<file path="src/rtl/des_dec_keysched.sv">
// DES key schedule generator: streams the 16 round subkeys for one key.
// REV_ORDER=1 emits K16..K1 (decrypt order), REV_ORDER=0 emits K1..K16.
// Optional build macro DES_KEY_PARITY_CHK_EN: odd-parity check of every key
// byte at acceptance; failing keys raise parity_err and are not loaded.
module des_dec_keysched #(
    parameter int REV_ORDER = 1
) (
    input  logic        clk,
    input  logic        rst,
    input  logic        key_valid,
    output logic        key_ready,
    input  logic [1:64] key,
    output logic        sk_valid,
    input  logic        sk_ready,
    output logic [1:48] subkey,
    output logic [4:0]  round,
    output logic        sk_last,
    output logic        parity_err
);

    localparam int PC1 [56] = '{
        57, 49, 41, 33, 25, 17,  9,  1, 58, 50, 42, 34, 26, 18,
        10,  2, 59, 51, 43, 35, 27, 19, 11,  3, 60, 52, 44, 36,
        63, 55, 47, 39, 31, 23, 15,  7, 62, 54, 46, 38, 30, 22,
        14,  6, 61, 53, 45, 37, 29, 21, 13,  5, 28, 20, 12,  4};

    localparam int PC2 [48] = '{
        14, 17, 11, 24,  1,  5,  3, 28, 15,  6, 21, 10,
        23, 19, 12,  4, 26,  8, 16,  7, 27, 20, 13,  2,
        41, 52, 31, 37, 47, 55, 30, 40, 51, 45, 33, 48,
        44, 49, 39, 56, 34, 53, 46, 42, 50, 36, 29, 32};

    localparam logic [4:0] FIRST_RND = (REV_ORDER != 0) ? 5'd16 : 5'd1;
    localparam logic [4:0] LAST_RND  = (REV_ORDER != 0) ? 5'd1  : 5'd16;

    typedef enum logic {IDLE, RUN} state_e;

    state_e      state_q, state_d;
    logic [1:56] cd_q, cd_d;      // C in [1:28], D in [29:56], DES bit numbering
    logic [4:0]  round_q, round_d;
    logic [1:56] key_pc1;
    logic        par_ok;
    logic        key_ok;

    // Left rotate of one 28-bit half; bit 1 is the MSB so '<<' moves toward bit 1.
    function automatic logic [1:28] rotl28(input logic [1:28] x, input int n);
        return (x << n) | (x >> (28 - n));
    endfunction

    // Rotate both halves independently so no bit crosses the C/D boundary.
    function automatic logic [1:56] rotl_cd(input logic [1:56] x, input int n);
        return {rotl28(x[1:28], n), rotl28(x[29:56], n)};
    endfunction

    function automatic int shamt(input logic [4:0] r);
        case (r)
            5'd1, 5'd2, 5'd9, 5'd16: return 1;
            default:                 return 2;
        endcase
    endfunction

    // PC-1 selection and per-byte odd-parity test of the offered key.
    always_comb begin
        key_pc1 = '0;
        for (int i = 0; i < 56; i++) key_pc1[i+1] = key[PC1[i]];
        par_ok = 1'b1;
        for (int b = 0; b < 8; b++) begin
            if (!(^key[b*8+1 +: 8])) par_ok = 1'b0;
        end
    end

    // PC-2 of the registered halves only; no path from key or sk_ready.
    always_comb begin
        subkey = '0;
        for (int j = 0; j < 48; j++) subkey[j+1] = cd_q[PC2[j]];
    end

`ifdef DES_KEY_PARITY_CHK_EN
    logic perr_q;

    assign key_ok = par_ok;

    // Parity flag is re-evaluated at every key acceptance attempt in IDLE.
    always_ff @(posedge clk or posedge rst) begin
        if (rst)                                perr_q <= 1'b0;
        else if (key_valid && state_q == IDLE)  perr_q <= !par_ok;
    end

    assign parity_err = perr_q;
`else
    logic unused_par_ok;

    assign key_ok        = 1'b1;
    assign unused_par_ok = par_ok;
    assign parity_err    = 1'b0;
`endif

    // State and datapath registers.
    always_ff @(posedge clk or posedge rst) begin
        if (rst) begin
            state_q <= IDLE;
            cd_q    <= '0;
            round_q <= '0;
        end else begin
            state_q <= state_d;
            cd_q    <= cd_d;
            round_q <= round_d;
        end
    end

    // Next state: load on accepted key, step one round per consumed subkey.
    always_comb begin
        state_d = state_q;
        cd_d    = cd_q;
        round_d = round_q;
        case (state_q)
            IDLE: begin
                if (key_valid && key_ok) begin
                    state_d = RUN;
                    round_d = FIRST_RND;
                    // K16 uses C0/D0 (28 total shifts); K1 needs one left shift.
                    cd_d    = (REV_ORDER != 0) ? key_pc1 : rotl_cd(key_pc1, 1);
                end
            end
            RUN: begin
                if (sk_ready) begin
                    if (round_q == LAST_RND) begin
                        state_d = IDLE;
                    end else if (REV_ORDER != 0) begin
                        cd_d    = rotl_cd(cd_q, 28 - shamt(round_q));
                        round_d = round_q - 5'd1;
                    end else begin
                        cd_d    = rotl_cd(cd_q, shamt(round_q + 5'd1));
                        round_d = round_q + 5'd1;
                    end
                end
            end
            default: state_d = IDLE;
        endcase
    end

    // Handshake outputs decoded from the registered state.
    always_comb begin
        key_ready = (state_q == IDLE);
        sk_valid  = (state_q == RUN);
        sk_last   = (state_q == RUN) && (round_q == LAST_RND);
        round     = round_q;
    end

endmodule

</file>
<file path="config.mk">
export PLATFORM = sky130hd
export DESIGN_NAME = des_dec_keysched
export DESIGN_NICKNAME = d
export VERILOG_FILES = /design/src/rtl/des_dec_keysched.sv
export SDC_FILE = /design/constraint.sdc
export NUM_CORES = 1
export LEC_CHECK = 0
export ABC_AREA = 1
export CAP_MARGIN = 40
export CORE_UTILIZATION = 40
export DETAILED_ROUTE_END_ITERATION = 7
export GPL_TIMING_DRIVEN = 0
export HOLD_SLACK_MARGIN = 0.1
export PLACE_DENSITY = 0.69
export SYNTH_ARGS = -nofsm -noshare
export SYNTH_HDL_FRONTEND = slang
export SYNTH_SLANG_ARGS = --single-unit
</file>
<file path="constraint.sdc">
create_clock -name clk -period 2.7 [get_ports clk]
set_clock_uncertainty 0.2 [all_clocks]
set_input_delay 0.27 -clock clk [delete_from_list [all_inputs] [get_ports clk]]
set_output_delay 0.27 -clock clk [all_outputs]
set_load 0.02 [all_outputs]
</file>
==> results by group, run 1 <==
Synthesis
  – Post-Syn Nets: 775
  – Ys Warns: 0
  – Post-synthesis cell type count: 21
  – Post-Synthesis Cells: 703
  – Post-synth top area cell: dfrtp_1
  – Netlist Area Pre-Place: 4510 um^2
  – Mean Syn Cell Area: 6.42 um^2
  – Yosys reg bits: 62
  – Most area-consuming cells after synthesis: dfrtp_1 34%, nand2_1 24%, nand3_1 13%
  – Share of the synthesized area in the top cell type: 34.4%
  – Seq/Total Area, Yosys: 34.4%

Layout
  – Total of fill cells in the finished design: 1,114
  – Layout cells sized above 1: 14.3%
  – Area Overhead vs Synth: 35.7%
  – Area of the multi-input gates: 1870 um^2
  – Fin nets: 902
  – Ant diodes: 0
  – Register area: 1550 um^2
  – Filler-free cell count of the finished design: 975

Die
  – Core box area: 10,900 um^2
  – Die height: 108 um
  – Initial core utilization: 41.3%
  – Die W: 108 um
  – Die footprint: 11,700 um^2
  – Boundary Pins: 125
  – Row count: 38

Global route
  – Largest net degree at the start of global routing: 35
  – Vias in the first global route: 4,095
  – Total Routing Usage GR: 20.0%
  – First-pass GRT wire length: 18,700 um
  – Total gr overflow: 0
  – Initial antenna violation count: 0

Clocking
  – H-tree levels: 3
  – CTS sink count: 62
  – CTS clock-pin slew for the worst setup and hold paths: 0.05 ns
  – CTS buffer count: 9
  – Clk buf depth: 2
  – Clock root buffer: clkbuf_16
  – # resized after CTS: 0
  – Clock Latency Late Sink: 0.32 ns
  – Buffer count from post-CTS setup fixing: 0
  – Hold buffer count at cts: 0
  – CTS tree: done

Pwr
  – Lkg Pwr: 3.40 nW
  – Pwr/cell area: 1290 nW/um^2
  – Worst vdd ir: 504 uV

Timing
  – Fin. max-slew vios: 0
  – Highest Clock Rate: 392 MHz
  – Final setup fails: 0
  – Worst slew pin tran: 0.656 ns
  – Unrepaired setup endpoints after global routing: false
  – Setup ws final: 0.149 ns
  – Final Hold Fails: 0
  – Final period utilization: 94.5%
  – Tmin final: 2.55 ns
  – Final setup TNS: 0 ns
  – Slew margin rel.: 56.2%

Setup path
  – Setup crit end kind: primary output
  – CP Class: flop to primary output
  – Worst Setup Start Kind: flop
  – Critical path peak fanout: 5
  – R2R Setup Slk: 0.55 ns
  – CP Data Required Time: 2.23 ns
  – Worst path arrival time: 2.08 ns

Placement
  – Post-placement cell count: 959
  – Port-buffer cells: 115
  – Placer Congestion: 0.791
  – Place WS: 0.505 ns
  – Dpl hpwl: 8130 um

Route
  – DR vias/cell: 4.50
  – 1st-iter DRT viols: 180
  – Final wirelength: 11,200 um
  – Via count: 4,387
  – Routed Antenna Nets: 0
  – DRC Markers: 0
  – Routed len/inst: 11.5 um
  – DRT Pass-1 Iters: 4

Min path
  – Worst Hold Class: primary input to asynchronous set/reset pin

Job
  – Max_cap viols: 0

Outcome
  – Status: finished, final reports clean
-- layout make-up --
| type | count | area share [%] |
|---|---|---|
| clock inverters | 1 | 0.0817 |
| clock buffers | 15 | 4.21 |
| multi-input cells | 433 | 30.6 |
| repair buffers | 116 | 19.1 |
| flip-flops and latches | 62 | 25.3 |
| plain buffers | 85 | 10.3 |
| well taps | 140 | 2.86 |
| inverters | 123 | 7.54 |
-- final timing paths --
path | from | end | cells after the start
setup / recovery | round[1] | sk_last | 7
hold / removal | rst | cd_q[14] | 2
setup reg to reg | round[1] | cd_q[28] | 11
hold reg to reg | cd_q[9] | cd_q[9] | 4
max in group asynchronous | rst | cd_q[29] | 3
min in group clk | cd_q[9] | cd_q[9] | 4
-- cells in the final DEF (no fill, tap or decap) --
cell type,n
clkbuf_1,7
nand2_1,286
clkinv_2,1
nor2_1,3
buf_12,2
nor2_2,1
xor2_1,2
nand3_1,117
nor2_4,1
conb_1,1
buf_6,9
dfrtp_1,62
clkbuf_16,9
inv_1,114
clkbuf_8,1
o21ai_0,3
buf_4,54
inv_2,9
or2_2,1
o22ai_1,2
clkdlybuf4s50_1,115
a21oi_2,1
buf_2,19
nand2_2,11
ha_1,4
-- synth_stat cells (all sizes together) --
master and number:
nand2 297, xor2 2, a21oi 1, ha 4, nand3 117, conb 1
o22ai 2, clkbuf 2, o21ai 3, dfrtp 62, or2 1, inv 123
nor2 5, buf 83
-- layer usage --
metal  share of wire (%)  global-route usage [%]
met4                0.76                    4.99
met2                  46                    32.5
met3                 5.2                    4.10
met5                   0                       0
met1                  48                    27.0
-- power breakdown --
part | leakage (nW) | switching [W] | internal, W
registers | 0.768 | 0.000377 | 0.00140
logic | 2.50 | 0.00273 | 0.00235
clock network | 0.128 | 0.000400 | 0.000646
total | 3.40 | 0.00350 | 0.00439
-- registers in the layout (all words and copies together), names as in the netlist --
signal    count
round         5
cd_q         56
sk_valid      1
-- worst max-delay path: stages, from the launching register on --
cell and delay [ns]:
dfrtp_1 0.41, inv_1 0.15, ha_1 0.18, inv_1 0.04, nor2_1 0.17, nand2_2 0.10, nor2_1 0.10, clkdlybuf4s50_1 0.61
-- metrics by stage --
| stage | util [%] | hold WS [ns] | power, W | instance area [um^2] |
|---|---|---|---|---|
| CTS | 56.0 | 0.174 | 0.00796 | 6120 |
| global placement | 53.4 | 0.335 | 0.00674 | 5840 |
| finish | 56.0 | 0.160 | 0.00790 | 6120 |
| detailed placement | 53.6 | 0.349 | 0.00686 | 5860 |
| floorplan | - | 0.196 | 0.00535 | 4510 |
| global route | 56.0 | 0.210 | 0.00864 | 6120 |
-- kinds of logic after synthesis --
| group | synth area share [%] |
|---|---|
| AOI/OAI and AO/OA | 0.804 |
| xor gates and xnor gates | 0.388 |
| adders and majority gates | 1.11 |
| buffers and inverters | 24.2 |
| DFF | 34.4 |
| other | 0.0831 |
| and+or+nand+nor | 39.1 |
No activity file was read; power rests on OpenSTA's default activity.
==> run 2, diff against run 1 <==
--- a/config.mk
+++ b/config.mk
@@ -7,11 +7,12 @@
 export LEC_CHECK = 0
 export ABC_AREA = 1
 export CAP_MARGIN = 40
-export CORE_UTILIZATION = 40
+export CORE_UTILIZATION = 45
+export CTS_BUF_LIST = sky130_fd_sc_hd__clkbuf_8
 export DETAILED_ROUTE_END_ITERATION = 7
 export GPL_TIMING_DRIVEN = 0
 export HOLD_SLACK_MARGIN = 0.1
-export PLACE_DENSITY = 0.69
+export PLACE_DENSITY = 0.8
 export SYNTH_ARGS = -nofsm -noshare
 export SYNTH_HDL_FRONTEND = slang
 export SYNTH_SLANG_ARGS = --single-unit
==> run 2 against run 1 <==
Net effect:
- clock-buffer cell count fell by 3
- fmax shrank 0.45%
- final area is 1.4% lower
- worst hold slack better by 0.041 ns
- non-clock buffer count unchanged
- clock power shrank 26%
- final cell count fell by 0.72%
==> results by group, run 2 (same netlist as run 1, synthesis figures left out) <==
Outcome
  – Status: finished, final reports clean (unchanged)

Clocking
  – Buffer count from post-CTS setup fixing: 0 (unchanged)
  – CTS sink count: 62 (unchanged)
  – CTS buffer count: 9 (unchanged)
  – Clock Latency Late Sink: 0.34 ns (was 0.32 ns)
  – Clock root buffer: clkbuf_8 (was clkbuf_16)
  – # resized after CTS: 0 (unchanged)
  – CTS tree: done (unchanged)
  – Hold buffer count at cts: 0 (unchanged)
  – H-tree levels: 3 (unchanged)
  – CTS clock-pin slew for the worst setup and hold paths: 0.08 ns (was 0.05 ns)
  – Clk buf depth: 2 (unchanged)

Pwr
  – Lkg Pwr: 3.37 nW (was 3.40 nW)
  – Worst vdd ir: 570 uV (was 504 uV)
  – Pwr/cell area: 1260 nW/um^2 (was 1290 nW/um^2)

Global route
  – Total Routing Usage GR: 22.4% (was 20.0%)
  – First-pass GRT wire length: 18,400 um (was 18,700 um)
  – Initial antenna violation count: 0 (unchanged)
  – Total gr overflow: 0 (unchanged)
  – Vias in the first global route: 4,147 (was 4,095)
  – Largest net degree at the start of global routing: 36 (was 35)

Timing
  – Highest Clock Rate: 390 MHz (was 392 MHz)
  – Final setup TNS: 0 ns (unchanged)
  – Unrepaired setup endpoints after global routing: false (unchanged)
  – Final setup fails: 0 (unchanged)
  – Final Hold Fails: 0 (unchanged)
  – Tmin final: 2.56 ns (was 2.55 ns)
  – Final period utilization: 94.9% (was 94.5%)
  – Slew margin rel.: 46.7% (was 56.2%)
  – Fin. max-slew vios: 0 (unchanged)
  – Worst slew pin tran: 0.799 ns (was 0.656 ns)

Layout
  – Ant diodes: 0 (unchanged)
  – Fin nets: 902 (unchanged)
  – Commonest cells after routing, fill and taps aside: 286 x nand2_1, 117 x nand3_1, 115 x clkdlybuf4s50_1, 114 x inv_1, 62 x dfrtp_1 (unchanged)
  – Layout cells sized above 1: 14.9% (was 14.3%)
  – Largest Register: cd_q (unchanged)
  – Most common cell after layout, fill and taps aside: nand2_1 (unchanged)
  – End-of-flow core utilization: 62.0% (was 56.0%)
  – Area Overhead vs Synth: 33.7% (was 35.7%)
  – Max FFs per register: 56 (unchanged)

Die
  – Initial core utilization: 46.4% (was 41.3%)
  – Die W: 102 um (was 108 um)
  – Core box area: 9730 um^2 (was 10,900 um^2)
  – Row count: 36 (was 38)
  – Die height: 102 um (was 108 um)
  – Die footprint: 10,400 um^2 (was 11,700 um^2)
  – Boundary Pins: 125 (unchanged)

Setup path
  – Critical path peak fanout: 5 (unchanged)
  – R2r endpoint: cd_q[43] (was cd_q[28])
  – Setup crit end kind: primary output (unchanged)
  – CP Data Required Time: 2.23 ns (about the same)
  – CP Class: flop to primary output (unchanged)
  – Worst r2r path cells: 11 (unchanged)
  – Reg-to-Reg Start: round[1] (unchanged)
  – Worst path arrival time: 2.09 ns (was 2.08 ns)
  – R2R Setup Slk: 0.52 ns (was 0.55 ns)
  – Worst Setup Start Kind: flop (unchanged)

Route
  – 1st-iter DRT viols: 157 (was 180)
  – Routed Antenna Nets: 0 (unchanged)
  – DR vias/cell: 4.62 (was 4.50)
  – DRC Markers: 0 (unchanged)
  – Final wirelength: 11,000 um (was 11,200 um)
  – Routed len/inst: 11.4 um (was 11.5 um)
  – DRT Pass-1 Iters: 5 (was 4)
  – Via count: 4,475 (was 4,387)

Min path
  – Worst Hold Class: primary input to asynchronous set/reset pin (unchanged)

Placement
  – Port-buffer cells: 115 (unchanged)
  – Dpl hpwl: 8150 um (was 8130 um)
  – Placer Congestion: 0.829 (was 0.791)

Job
  – Max_cap viols: 0 (unchanged)
==> run 2: worst max path at each step <==
stage	from	end	slack, ns
after CTS	round[1]	sk_last	0.12
after global routing	round[1]	sk_last	0.03
after detailed placement	round[1]	sk_last	0.50
after global placement	rst	cd_q[48]	-0.52
after floorplan	rst	cd_q[10]	0.69
final	round[1]	sk_last	0.14
==> run 2: final cells by class <==
cell class / count / area (um^2)
Fill cell: 927 / 3690
Multi-Input combinational cell: 433 / 1870
Sequential cell: 62 / 1550
Timing Repair Buffer: 116 / 1170
Buffer: 85 / 629
Inverter: 123 / 462
Tap cell: 133 / 166
Clock buffer: 12 / 165
Clock inverter: 4 / 20.0
==> run 2: critical path, stage by stage (launching register included) <==
cell and delay, ns:
dfrtp_1 0.41, inv_1 0.15, ha_1 0.19, inv_1 0.04
nor2_1 0.17, nand2_2 0.10, nor2_1 0.09, clkdlybuf4s50_1 0.60
==> run 2: where the power goes <==
group / leakage, nW / total (W) / internal (W) / switching (W)
sequential: 0.768 / 0.00177 / 0.00140 / 0.000376
clock: 0.102 / 0.000781 / 0.000403 / 0.000378
combinational: 2.50 / 0.00507 / 0.00235 / 0.00272
==> run 2: routing by layer <==
layer | share of wire, % | wire (um) | track usage [%] | up-vias
met3 | 5.7 | 624 | 3.56 | 17
met2 | 48 | 5270 | 37.8 | 142
met5 | 0 | 0 | 0 | -
li1 | - | - | - | 2297
met4 | 1.5 | 164 | 8.46 | 0
met1 | 45 | 4960 | 28.8 | 2019
==> run 2: through the flow <==
stage | instances | hold slack (ns) | total power (W) | instance area [um^2] | setup WS [ns]
floorplan | 703 | 0.196 | 0.00535 | 4510 | 0.689
global placement | 951 | 0.333 | 0.00670 | 5830 | -0.517
detailed placement | 952 | 0.344 | 0.00685 | 5850 | 0.499
CTS | 968 | 0.225 | 0.00766 | 6040 | 0.120
global route | 968 | 0.256 | 0.00836 | 6040 | 0.0267
finish | 968 | 0.201 | 0.00762 | 6040 | 0.137
==> run 3, diff against run 2 <==
--- a/config.mk
+++ b/config.mk
@@ -13,6 +13,7 @@
 export GPL_TIMING_DRIVEN = 0
 export HOLD_SLACK_MARGIN = 0.1
 export PLACE_DENSITY = 0.8
+export SKIP_LAST_GASP = 1
 export SYNTH_ARGS = -nofsm -noshare
 export SYNTH_HDL_FRONTEND = slang
 export SYNTH_SLANG_ARGS = --single-unit
==> results of run 3 <==
No change in the layout: final DEF, timing and power equal those of run 2.
